===== src/rtl/decode_stage.sv =====
// RV32I instruction-decode stage between IF and EX: field decode, register read,
// immediate select, branch resolution, load-use interlock and a one-entry EX request register.
package decode_stage_pkg;
  typedef struct packed {
    logic       mem_en;
    logic       ex_en;
    logic       wb_en;
    logic       imm_en;
    logic       valid;
    logic [6:0] opcode;
    logic [2:0] func3;
    logic [6:0] func7;
  } ctrl_t;
endpackage

module decode_stage
  import decode_stage_pkg::*;
#(
  parameter int XLEN     = 32,
  parameter int RAW      = 5,
  parameter int LOAD_LAT = 1
) (
  input  logic                                     iClk,
  input  logic                                     nRst,
  input  logic                                     iFlush,
  input  logic                                     iValid,
  output logic                                     oReady,
  input  logic [31:0]                              iInstr,
  input  logic [XLEN-1:0]                          iPC,
  output logic [RAW-1:0]                           oAddrRs1,
  output logic [RAW-1:0]                           oAddrRs2,
  input  logic [XLEN-1:0]                          iRs1,
  input  logic [XLEN-1:0]                          iRs2,
  output logic                                     oValid,
  input  logic                                     iReady,
  output logic [$bits(ctrl_t)+3*RAW+3*XLEN-1:0]    oEX,
  output logic [XLEN-1:0]                          oPC,
  output logic                                     oBrTrue,
  output logic                                     oIllegal,
  output logic                                     oHzStall
);

  typedef struct packed {
    logic [XLEN-1:0] value;
    logic [RAW-1:0]  addr;
  } rs_t;

  typedef struct packed {
    ctrl_t           ctrl;
    rs_t             rs1;
    rs_t             rs2;
    logic [RAW-1:0]  rd_addr;
    logic [XLEN-1:0] immediate;
  } id_ex_t;

  localparam logic [6:0] OP_LUI    = 7'b0110111;
  localparam logic [6:0] OP_AUIPC  = 7'b0010111;
  localparam logic [6:0] OP_JAL    = 7'b1101111;
  localparam logic [6:0] OP_JALR   = 7'b1100111;
  localparam logic [6:0] OP_BRANCH = 7'b1100011;
  localparam logic [6:0] OP_LOAD   = 7'b0000011;
  localparam logic [6:0] OP_STORE  = 7'b0100011;
  localparam logic [6:0] OP_ALUI   = 7'b0010011;
  localparam logic [6:0] OP_ALUR   = 7'b0110011;

  localparam int CNT_W = (LOAD_LAT > 0) ? $clog2(LOAD_LAT + 1) : 1;

  function automatic logic [XLEN-1:0] sext32(input logic [31:0] v);
    return XLEN'($signed(v));
  endfunction

  function automatic logic br_outcome(input logic [XLEN-1:0] a, input logic [XLEN-1:0] b,
                                      input logic [2:0] f3);
    case (f3)
      3'b000:  return a == b;
      3'b001:  return a != b;
      3'b100:  return $signed(a) < $signed(b);
      3'b101:  return $signed(a) >= $signed(b);
      3'b110:  return a < b;
      3'b111:  return a >= b;
      default: return 1'b0;
    endcase
  endfunction

  logic [6:0]      opcode;
  logic            fmt_i, fmt_u, fmt_r, fmt_b, fmt_j, fmt_s, legal;
  logic            rs1_en, rs2_en, rd_en, is_load, accept, br_taken;
  logic [XLEN-1:0] imm;
  id_ex_t          dec;
  id_ex_t          ex_p1;
  logic [CNT_W-1:0] cnt;
  logic [RAW-1:0]  lat_rd;

  // Stage p0: combinational decode of the instruction presented by IF
  assign opcode  = iInstr[6:0];
  assign fmt_i   = opcode inside {OP_ALUI, OP_JALR, OP_LOAD};
  assign fmt_u   = opcode inside {OP_LUI, OP_AUIPC};
  assign fmt_r   = (opcode == OP_ALUR);
  assign fmt_b   = (opcode == OP_BRANCH);
  assign fmt_j   = (opcode == OP_JAL);
  assign fmt_s   = (opcode == OP_STORE);
  assign legal   = fmt_i | fmt_u | fmt_r | fmt_b | fmt_j | fmt_s;
  assign rs1_en  = fmt_i | fmt_r | fmt_b | fmt_s;
  assign rs2_en  = fmt_r | fmt_b | fmt_s;
  assign rd_en   = fmt_i | fmt_u | fmt_r | fmt_j;
  assign is_load = (opcode == OP_LOAD);

  assign oAddrRs1 = rs1_en ? RAW'(iInstr[19:15]) : '0;
  assign oAddrRs2 = rs2_en ? RAW'(iInstr[24:20]) : '0;
  assign br_taken = fmt_b & br_outcome(iRs1, iRs2, iInstr[14:12]);

  always_comb begin
    imm = '0;
    if (fmt_i)      imm = sext32({{20{iInstr[31]}}, iInstr[31:20]});
    else if (fmt_s) imm = sext32({{20{iInstr[31]}}, iInstr[31:25], iInstr[11:7]});
    else if (fmt_b) imm = sext32({{19{iInstr[31]}}, iInstr[31], iInstr[7], iInstr[30:25],
                                  iInstr[11:8], 1'b0});
    else if (fmt_u) imm = sext32({iInstr[31:12], 12'b0});
    else if (fmt_j) imm = sext32({{11{iInstr[31]}}, iInstr[31], iInstr[19:12], iInstr[20],
                                  iInstr[30:21], 1'b0});
  end

  always_comb begin
    dec                = '0;
    dec.ctrl.valid     = 1'b1;
    dec.ctrl.opcode    = opcode;
    dec.ctrl.mem_en    = is_load | fmt_s;
    dec.ctrl.ex_en     = legal;
    dec.ctrl.wb_en     = rd_en & (iInstr[11:7] != 5'd0);
    dec.ctrl.imm_en    = legal & ~fmt_r;
    dec.ctrl.func3     = rs1_en ? iInstr[14:12] : 3'b000;
    dec.ctrl.func7     = fmt_r ? iInstr[31:25] : 7'b0000000;
    dec.rs1.addr       = oAddrRs1;
    dec.rs1.value      = rs1_en ? iRs1 : '0;
    dec.rs2.addr       = oAddrRs2;
    dec.rs2.value      = rs2_en ? iRs2 : '0;
    dec.rd_addr        = rd_en ? RAW'(iInstr[11:7]) : '0;
    dec.immediate      = imm;
  end

  // lat_rd is never zero while cnt is non-zero, so x0 sources never match it
  assign oHzStall = (cnt != '0) & ((rs1_en & (oAddrRs1 == lat_rd)) |
                                   (rs2_en & (oAddrRs2 == lat_rd)));
  assign oReady   = ~iFlush & (~oValid | iReady) & ~oHzStall;
  assign accept   = iValid & oReady;

  // Stage p1: registered EX request
  always_ff @(posedge iClk or negedge nRst) begin
    if (!nRst) begin
      oValid   <= 1'b0;
      ex_p1    <= '0;
      oPC      <= '0;
      oBrTrue  <= 1'b0;
      oIllegal <= 1'b0;
    end else if (iFlush) begin
      oValid   <= 1'b0;
    end else if (accept) begin
      oValid   <= 1'b1;
      ex_p1    <= dec;
      oPC      <= iPC;
      oBrTrue  <= br_taken;
      oIllegal <= ~legal;
    end else if (iReady) begin
      oValid   <= 1'b0;
    end
  end

  assign oEX = ex_p1;

  always_ff @(posedge iClk or negedge nRst) begin
    if (!nRst) begin
      cnt    <= '0;
      lat_rd <= '0;
    end else if (iFlush) begin
      cnt    <= '0;
    end else if (accept & is_load & (dec.rd_addr != '0)) begin
      cnt    <= CNT_W'(LOAD_LAT);
      lat_rd <= dec.rd_addr;
    end else if (cnt != '0) begin
      cnt    <= cnt - CNT_W'(1);
    end
  end

endmodule

===== config.mk =====
export PLATFORM = sky130hd
export DESIGN_NAME = decode_stage
export DESIGN_NICKNAME = d
export VERILOG_FILES = /design/src/rtl/decode_stage.sv
export SDC_FILE = /design/constraint.sdc
export NUM_CORES = 1
export LEC_CHECK = 0
export ABC_AREA = 0
export BUFFER_PORTS_ARGS = -buffer_cell sky130_fd_sc_hd__clkbuf_2
export CAP_MARGIN = 20
export CORE_AREA = 2 2 101 175
export CTS_CLUSTER_DIAMETER = 40
export DETAILED_ROUTE_END_ITERATION = 7
export DIE_AREA = 0 0 103 177
export GPL_TIMING_DRIVEN = 0
export HOLD_SLACK_MARGIN = 0.08
export PLACE_DENSITY = 0.79
export SYNTH_ARGS = -nofsm -noshare
export SYNTH_HDL_FRONTEND = slang
export SYNTH_SLANG_ARGS = --single-unit
export TNS_END_PERCENT = 20

===== constraint.sdc =====
create_clock -name iClk -period 3.6 [get_ports iClk]
set_input_delay 0 -clock iClk [delete_from_list [all_inputs] [get_ports iClk]]
set_output_delay 0 -clock iClk [all_outputs]
set_load 0.02 [all_outputs]

==> results.md, run 1 <==
- ANT nets after route: 0
- Crit end category: flip-flop
- All-layer global routing usage: 0.3353
- Final setup vio count: 0
- Final Skew: 11.20 ps
- Largest net degree at the start of global routing: 111
- Initial DRT Pass Iterations: 5
- Power Total: 5.015 mW
- Net load switching power: 1.377 mW
- Critical path startpoint category: flip-flop
- Num rows: 63
- Share of cells above drive strength 1: 0.2892
- CP Cell Sequence: xor2_1 > nor4_1 > and4_4 > nor4b_4 > nand2_2 > buf_2 > clkbuf_1 > o21ai_0 > dlygate4sd3_1
- Initial Utilization: 0.4889
- Max Cap Viol: 0
- Multi-input gate area: 3427 um2
- WHS: 243.7 ps
- Syn nets: 1083
- Initial antenna violation count: 0
- Commonest cells in the netlist: nand2_1 (330), dfrtp_1 (174), nand3_1 (88)
- GR Overflow Total: 0
- Cell taking the most area after synthesis: dfrtp_1
- Maximum VDD drop: 0.0003207 V
- Post-Syn Area: 8248 um2
- Period utilization: 0.8887
- Placement Cell Area: 10120 um2
- Worst-case reg-to-reg path depth: 9
- Worst skew pair latency: 420 ps
- Die Area: 18230 um2
- Combinational Power Share: 0.178
- Sequential Power Share: 0.424
- LEAKAGE: 6.760 nW
- Clock power frac: 0.397
- PwrDens: 415.6 nW/um2
- P_int: 3.638 mW
- Final worst slack: 400.8 ps
- I/O pin cnt: 313
- Fin crit period: 3199 ps
- DR vias: 8667
- Chip Height: 177 um
- RR Endpoint: oValid
- Sw Ratio: 0.2746
- EDFF count, synth: 0
- Reg2Reg Launch Point: lat_rd[4]
- Clk slew on worst S/H paths: 70 ps
- Final wirelength: 30450 um
- Most common cell in the synthesized netlist: nand2_1
- Cells after synthesis: 918
- Core area: 16870 um2
- #FFs+latches synth: 174
- Root Driver: clkbuf_16
- Worst-margin pin slew: 929.5 ps
- Flop2flop setup slack: 400 ps
- Fmax: 312.6 MHz
- # DRC: 0
- H-tree depth: 4
- Warnings from Yosys: 0
- Die Wd: 103 um
- Max Buffers Root-to-Sink: 2
- Total area of sequential cells: 4354 um2
- Vias in the first global route: 9121
- Post-synthesis area per instance: 8.985 um2
- Routability cong.: 0.9256
- Top_reg_cell synth: dfrtp_1
- Nets@finish: 1547
- Clock sink count: 174
- Ant diodes: 0
- Cell count after placement: 1457
- Synth area leaders: dfrtp_1 (53%), nand2_1 (15%), nand3_1 (5.3%), ha_1 (4.9%), mux2_2 (2.3%)
- RSZ-0062 raised after global routing: false
- Design area: 12070 um2
- Area Growth Syn to Fin: 46.30%
- Sequential element share of the synthesized area: 0.5279
- Post-synth cell types: 54
- CP max-delay cell: dlygate4sd3_1
- Fin. Hold Viols: 0
- Cts bufs inserted: 17
- Non-Filler Instances: 1617
- Post-DR vias/cell: 5.360
- Crit path largest cell delay: 590 ps
- CTS tree: built
- Post-CTS resize count: 0
- CP Class: reg2reg
- Slew HR: 0.3803
- Filler cells: 1238
- Outcome: finished clean
- DR iter-0 viols: 359
- Global-route wire length before repair: 46510 um
- Detailed Place HPWL: 20500 um
- Area fraction of the dominant cell type after synthesis: 0.5279
- Worst Path Required: 3900 ps
- IO buf count: 311
- Async set-reset flop share out of synthesis: 1.000
- CP Max Fanout: 10
- Tightest Hold Check Type: in2async
- Routed wire length per instance: 18.83 um
- CP arrival: 3500 ps
- Worst slack, placed: 947.4 ps
- Final Max Slew Viols: 0
-- stage by stage --
step,util,TNS [ps]
2_1_floorplan,-,0
3_3_place_gp,0.5981,-98920
3_5_place_dp,0.6002,0
4_1_cts,0.7153,0
5_1_grt,0.7153,0
6_report,0.7153,0
-- registers in the layout, indices dropped and copies added, names as in the netlist --
register and count:
oValid 1, lat_rd 5, oIllegal 1, oPC 32, oEX 133, cnt 1, oBrTrue 1
-- critical path, delay by kind of cell (launching register included) --
kind / cells / cell delay, ps
xor+xnor: 1 / 180
buf+inv: 3 / 1400
flops: 1 / 430
compound gates: 1 / 190
simple gates: 4 / 870
-- cell usage in the layout (no fill, tap or decap), types with 4 or more instances in the layout --
| cell | instances |
|---|---|
| and2_1 | 16 |
| nor4_1 | 5 |
| buf_2 | 16 |
| ha_1 | 32 |
| o21ai_0 | 32 |
| buf_4 | 22 |
| nand2_1 | 330 |
| a21oi_1 | 36 |
| nand3_1 | 88 |
| nor2_1 | 15 |
| bufinv_16 | 5 |
| dfrtp_1 | 174 |
| inv_1 | 36 |
| clkbuf_1 | 20 |
| xor2_1 | 9 |
| mux2_1 | 4 |
| nand4_1 | 10 |
| dlygate4sd3_1 | 133 |
| nor3_1 | 5 |
| clkbuf_16 | 17 |
| clkbuf_2 | 310 |
| o21a_1 | 4 |
| nor2b_1 | 4 |
| mux2_2 | 17 |
-- logic make-up (layout without fill, tap and decap cells) --
| logic type | Yosys count | count (layout) | share of synthesized area |
|---|---|---|---|
| DFF | 174 | 174 | 0.5279 |
| muxes | 23 | 23 | 0.03110 |
| xor gates and xnor gates | 10 | 10 | 0.01062 |
| adders and majority gates | 32 | 32 | 0.04854 |
| and+or+nand+nor | 494 | 494 | 0.2623 |
| AOI/OAI and AO/OA | 90 | 90 | 0.06296 |
| buffers and inverters | 95 | 567 | 0.05658 |
-- how the worst max path moves through the flow --
stage / from / end / slack (ps) / cells past startpoint
after floorplan: lat_rd[0] / oEX[37] / 1420 / 8
after global placement: nRst / oEX[80] / -590 / 1
after detailed placement: lat_rd[4] / oValid / 950 / 8
after CTS: lat_rd[4] / oValid / 400 / 9
after global routing: lat_rd[4] / oValid / 230 / 9
final: lat_rd[4] / oValid / 400 / 9
-- area by class of cell --
cell class	count	area share
sequential	174	0.3608
multi-input combinational	649	0.2840
timing repair buffer	445	0.2423
clock buffer	19	0.03671
buffer	59	0.02748
tap	227	0.02354
clock inverter	8	0.01389
inverter	36	0.01120
-- per-layer routing --
metal	GRT usage	share of wire
met3	0.06003	0.063
met1	0.3567	0.34
met4	0.2067	0.063
met2	0.5958	0.54
met5	0	0
-- power groups by stage --
stage	clock network (mW)	registers (mW)	logic, mW
after floorplan	0	2.29	0.258
after global placement	0	2.15	0.731
after detailed placement	0	2.15	0.750
after CTS	2.00	2.12	0.871
after global routing	2.08	2.14	0.960
final	1.99	2.13	0.895
-- what timing repair did --
action | in CTS | in global routing
hold buffers | 133 | 0
buffers inserted | 0 | 0
hold endpoints to repair | 274 | 0
endpoints found under the setup margin | 0 | 0
No activity file was read; power rests on OpenSTA's default activity.
==> inputs of run 2 (changes only) <==
--- a/config.mk
+++ b/config.mk
@@ -14,7 +14,7 @@
 export DIE_AREA = 0 0 103 177
 export GPL_TIMING_DRIVEN = 0
 export HOLD_SLACK_MARGIN = 0.08
-export PLACE_DENSITY = 0.79
+export PLACE_DENSITY = 0.8
 export SYNTH_ARGS = -nofsm -noshare
 export SYNTH_HDL_FRONTEND = slang
 export SYNTH_SLANG_ARGS = --single-unit
==> constraint.sdc (replaced) <==
create_clock -name iClk -period 3.6 [get_ports iClk]
set_input_delay 0.18 -clock iClk [delete_from_list [all_inputs] [get_ports iClk]]
set_output_delay 0.18 -clock iClk [all_outputs]
set_load 0.02 [all_outputs]
==> results.md, run 2 (same netlist as run 1, synthesis figures left out) <==
- Outcome: finished clean
- DR vias: 8677
- Fin crit period: 2817 ps
- Final worst slack: 783.1 ps
- IO buf count: 311
- Root Driver: clkbuf_16
- Crit-path most repeated cell: nand2_1
- Fin. Hold Viols: 0
- Critical path startpoint category: input port
- CP Max Fanout: 10
- Crit path buf inv count: 4
- Fmax: 355.0 MHz
- Worst slack, placed: 939.9 ps
- Crit end category: flip-flop
- CTS tree: built
- Max Buffers Root-to-Sink: 2
- PwrDens: 416.0 nW/um2
- Final wirelength: 30430 um
- Initial Utilization: 0.4889
- Commonest non-fill, non-tap cell in the layout: nand2_1
- Area Growth Syn to Fin: 43.72%
- Initial antenna violation count: 0
- Final Max Slew Viols: 0
- Core area: 16870 um2
- Worst Path Required: 3970 ps
- Num rows: 63
- Worst-margin pin slew: 882.6 ps
- Met2 wire len: 16160 um
- Die Wd: 103 um
- Maximum VDD drop: 0.0003203 V
- Critical path's top delay family: buffers and inverters
- Global-route wire length before repair: 46240 um
- CP max-delay cell: clkbuf_1
- CP Class: in2reg
- Postcts setup bufs: 0
- Vias in the first global route: 8993
- CP arrival: 3190 ps
- Cts bufs inserted: 17
- Max Cap Viol: 0
- Max FFs per register: 133
- Clock sink count: 174
- Most frequent cells in the layout: nand2_1 (330), clkbuf_2 (310), dfrtp_1 (174)
- Final setup vio count: 0
- LEAKAGE: 6.670 nW
- H-tree depth: 4
- DR WL met3: 1722 um
- ANT nets after route: 0
- Period utilization: 0.7825
- Share of cells above drive strength 1: 0.2964
- Initial DRT Pass Iterations: 5
- All-layer global routing usage: 0.3360
- WHS: 83.27 ps
- Largest net degree at the start of global routing: 113
- Post-CTS resize count: 0
- I/O pin cnt: 313
- Post-DR vias/cell: 5.420
- Detailed Place HPWL: 20580 um
- Chip Height: 177 um
- CP Cell Sequence: dlygate4sd3_1 > clkbuf_2 > nand3b_1 > o21ba_2 > and4_4 > nor4b_4 > nand2_2 > clkbuf_1 > buf_2 > nand2_1 > nand2_1
- DR iter-0 viols: 396
- Clk slew on worst S/H paths: 70 ps
- Worst skew pair latency: 430 ps
- Final Skew: 12.56 ps
- Power Total: 4.931 mW
- Tightest Hold Check Type: in2reg
- Routed wire length per instance: 19.01 um
- Hold-fix buffers, CTS: 112
- # DRC: 0
- Crit path largest cell delay: 590 ps
- Fin util: 0.7027
- Highest routed layer: met4
- Slew HR: 0.4104
- Die Area: 18230 um2
- Routability cong.: 0.9438
- RSZ-0062 raised after global routing: false
- Met1 Wirelength: 10320 um
- Nets@finish: 1526
- GR Overflow Total: 0
[run 2: per-layer routing]
| metal | vias up | track usage |
|---|---|---|
| met4 | 0 | 0.2325 |
| met1 | 4127 | 0.3493 |
| met2 | 461 | 0.5920 |
| met3 | 172 | 0.06161 |
| met5 | - | 0 |
| li1 | 3917 | - |
[run 2: worst paths after layout]
check                            from       to  slack (ps)  cells after the start
min in group asynchronous        nRst  oEX[29]         340                      2
max reg2reg                 lat_rd[4]  oPC[25]         950                      9
max in group asynchronous        nRst  oEX[17]        2270                      3
min reg2reg                   oEX[62]  oEX[62]         470                      2
max                         iInstr[3]  oPC[25]         780                     11
min                        iInstr[15]  oEX[15]          80                      3
[run 2: final cells by class]
cell class	instances	area, um2
Antenna cell	1	2.502
Fill cell	1252	5015
Buffer	59	331.6
Tap cell	227	284.0
Clock inverter	14	180.2
Inverter	36	135.1
Clock buffer	17	425.4
Multi-Input combinational cell	649	3427
Timing Repair Buffer	424	2714
Sequential cell	174	4354
[run 2: through the flow]
step           cells  TNS (ps)  instance area (um2)
4_1_cts         1600         0                11850
3_5_place_dp    1457         0                10120
2_1_floorplan    918         0                 8248
6_report        1601         0                11850
3_3_place_gp    1456   -144230                10090
5_1_grt         1600         0                11850
[run 2: power by group]
part / leakage (nW) / switching (mW) / internal, mW
clock: 0.297 / 0.825 / 1.10
combinational: 4.03 / 0.541 / 0.331
sequential: 2.34 / 0.0693 / 2.06
[run 2: worst reg2reg max path: cells and delay by family, from the launching register on]
family	cells	cell delay, ps
simple gates	6	1040
buf+inv	2	960
flops	1	420
xor+xnor	1	180
==> inputs of run 3 (changes only) <==
==> constraint.sdc (replaced) <==
create_clock -name iClk -period 2.7 [get_ports iClk]
set_input_delay 0.135 -clock iClk [delete_from_list [all_inputs] [get_ports iClk]]
set_output_delay 0.135 -clock iClk [all_outputs]
set_load 0.02 [all_outputs]
==> results.md, run 3 (same netlist as run 1, synthesis figures left out) <==
- Area Growth Syn to Fin: 44.36%
- Maximum VDD drop: 0.0004285 V
- CP Cell Sequence: dlygate4sd3_1 > clkbuf_2 > and3b_1 > nand2_1 > a21oi_2 > o21ai_0 > or4_4 > nor2_4 > mux2_2
- Sequential Power Share: 0.431
- Root Driver: clkbuf_16
- LEAKAGE: 6.696 nW
- Outcome: finished clean
- GR Overflow Total: 0
- Period utilization: 0.9564
- Chip Height: 177 um
- Detailed Place HPWL: 20580 um
- CP arrival: 2900 ps
- RSZ-0062 raised after global routing: false
- Routed wire length per instance: 18.96 um
- Setup TNS: 0 ps
- Met1 GRT Util: 0.3509
- Fmax: 387.2 MHz
- Tightest Hold Check Type: in2reg
- Share of cells above drive strength 1: 0.2968
- Non-Filler Instances: 1606
- Gr busiest metal: met2
- Fin. Hold Viols: 0
- PwrDens: 552.9 nW/um2
- Initial antenna violation count: 0
- Net load switching power: 1.916 mW
- Met2 Use GR: 0.5915
- Cts bufs inserted: 17
- Max FFs per register: 133
- ANT nets after route: 0
- Final wirelength: 30460 um
- Die Wd: 103 um
- M3 GR Usage: 0.06082
- WHS: 86.59 ps
- CTS tree: built
- Global-route wire length before repair: 46330 um
- Largest net degree at the start of global routing: 113
- DR vias: 8687
- Core area: 16870 um2
- Slew HR: 0.4025
- P_int: 4.666 mW
- Clock power frac: 0.391
- Final Max Slew Viols: 0
- I/O pin cnt: 313
- Worst-margin pin slew: 894.4 ps
- Fin crit period: 2582 ps
- IO buf count: 311
- Final setup vio count: 0
- CP Class: in2reg
- Critical path startpoint category: input port
- Nets@finish: 1531
- CP max-delay cell: or4_4
- # DRC: 0
- Max Buffers Root-to-Sink: 2
- Combinational Power Share: 0.178
- Initial DRT Pass Iterations: 5
- All-layer global routing usage: 0.3365
- Postcts setup bufs: 0
- Num rows: 63
- Clock sink count: 174
- Crit path largest cell delay: 550 ps
- Die Area: 18230 um2
- Max Cap Viol: 0
- Commonest non-fill, non-tap cell in the layout: nand2_1
- Crit end category: flip-flop
- DR iter-0 viols: 412
- Routability cong.: 0.9438
- Worst skew pair latency: 430 ps
- Cell count after placement: 1457
- Vias in the first global route: 9028
- Post-DR vias/cell: 5.409
- Worst Path Required: 3010 ps
- Initial Utilization: 0.4889
- Sw Ratio: 0.2911
- Most frequent cells in the layout: nand2_1 (330), clkbuf_2 (312), dfrtp_1 (174)
- Clk slew on worst S/H paths: 70 ps
- H-tree depth: 4
- CP Max Fanout: 8
- Final Skew: 13.07 ps
-- run 3: cell type report --
| cell class | instances | area, um2 |
|---|---|---|
| fill | 1245 | 4962 |
| sequential | 174 | 4354 |
| multi-input combinational | 649 | 3427 |
| timing repair buffer | 429 | 2764 |
| clock buffer | 17 | 425.4 |
| buffer | 59 | 334.1 |
| tap | 227 | 284.0 |
| clock inverter | 14 | 180.2 |
| inverter | 36 | 135.1 |
| antenna | 1 | 2.502 |
-- run 3: through the flow --
stage / total power, mW / setup WS (ps) / instance area (um2) / util
floorplan: 3.391 / 491.1 / 8248 / -
global placement: 3.845 / -1703 / 10090 / 0.5981
detailed placement: 3.874 / 84.90 / 10120 / 0.6002
CTS: 6.583 / 97.93 / 11900 / 0.7055
global route: 6.829 / 22.82 / 11900 / 0.7057
finish: 6.583 / 117.6 / 11910 / 0.7058
-- run 3: power by group through the flow --
| stage | Combinational [mW] | Sequential (mW) | Clock [mW] |
|---|---|---|---|
| 2_1_floorplan | 0.344 | 3.05 | 0 |
| 3_3_place_gp | 0.975 | 2.87 | 0 |
| 3_5_place_dp | 0.999 | 2.87 | 0 |
| 4_1_cts | 1.14 | 2.83 | 2.61 |
| 5_1_grt | 1.26 | 2.85 | 2.71 |
| 6_report | 1.17 | 2.84 | 2.57 |
-- run 3: what timing repair did --
item | in CTS | in global routing
setup endpoints to repair | 0 | 104
resized for setup | 0 | 4
endpoints found under the hold margin | 190 | 0
hold buffers | 117 | 0
-- run 3: worst paths after layout --
kind,cells after the start,startpoint,endpoint,slack (ps)
max reg2reg,9,lat_rd[4],oPC[25],340
max,9,iInstr[5],lat_rd[3],120
max in group asynchronous,3,nRst,oPC[30],1440
min in group asynchronous,2,nRst,oEX[2],300
min reg2reg,2,oEX[62],oEX[62],470
min,3,iInstr[19],oEX[19],90
-- run 3: layer usage --
| metal | up-vias | part of all wire | wire, um |
|---|---|---|---|
| met5 | - | 0 | 0 |
| met4 | 0 | 0.076 | 2328 |
| met3 | 184 | 0.052 | 1590 |
| met1 | 4119 | 0.34 | 10450 |
| li1 | 3927 | - | - |
| met2 | 457 | 0.53 | 16080 |
-- run 3: critical path, delay by kind of cell --
family / cells / cell delay, ps
compound gates: 2 / 540
buf+inv: 2 / 740
mux: 1 / 360
simple gates: 4 / 1110
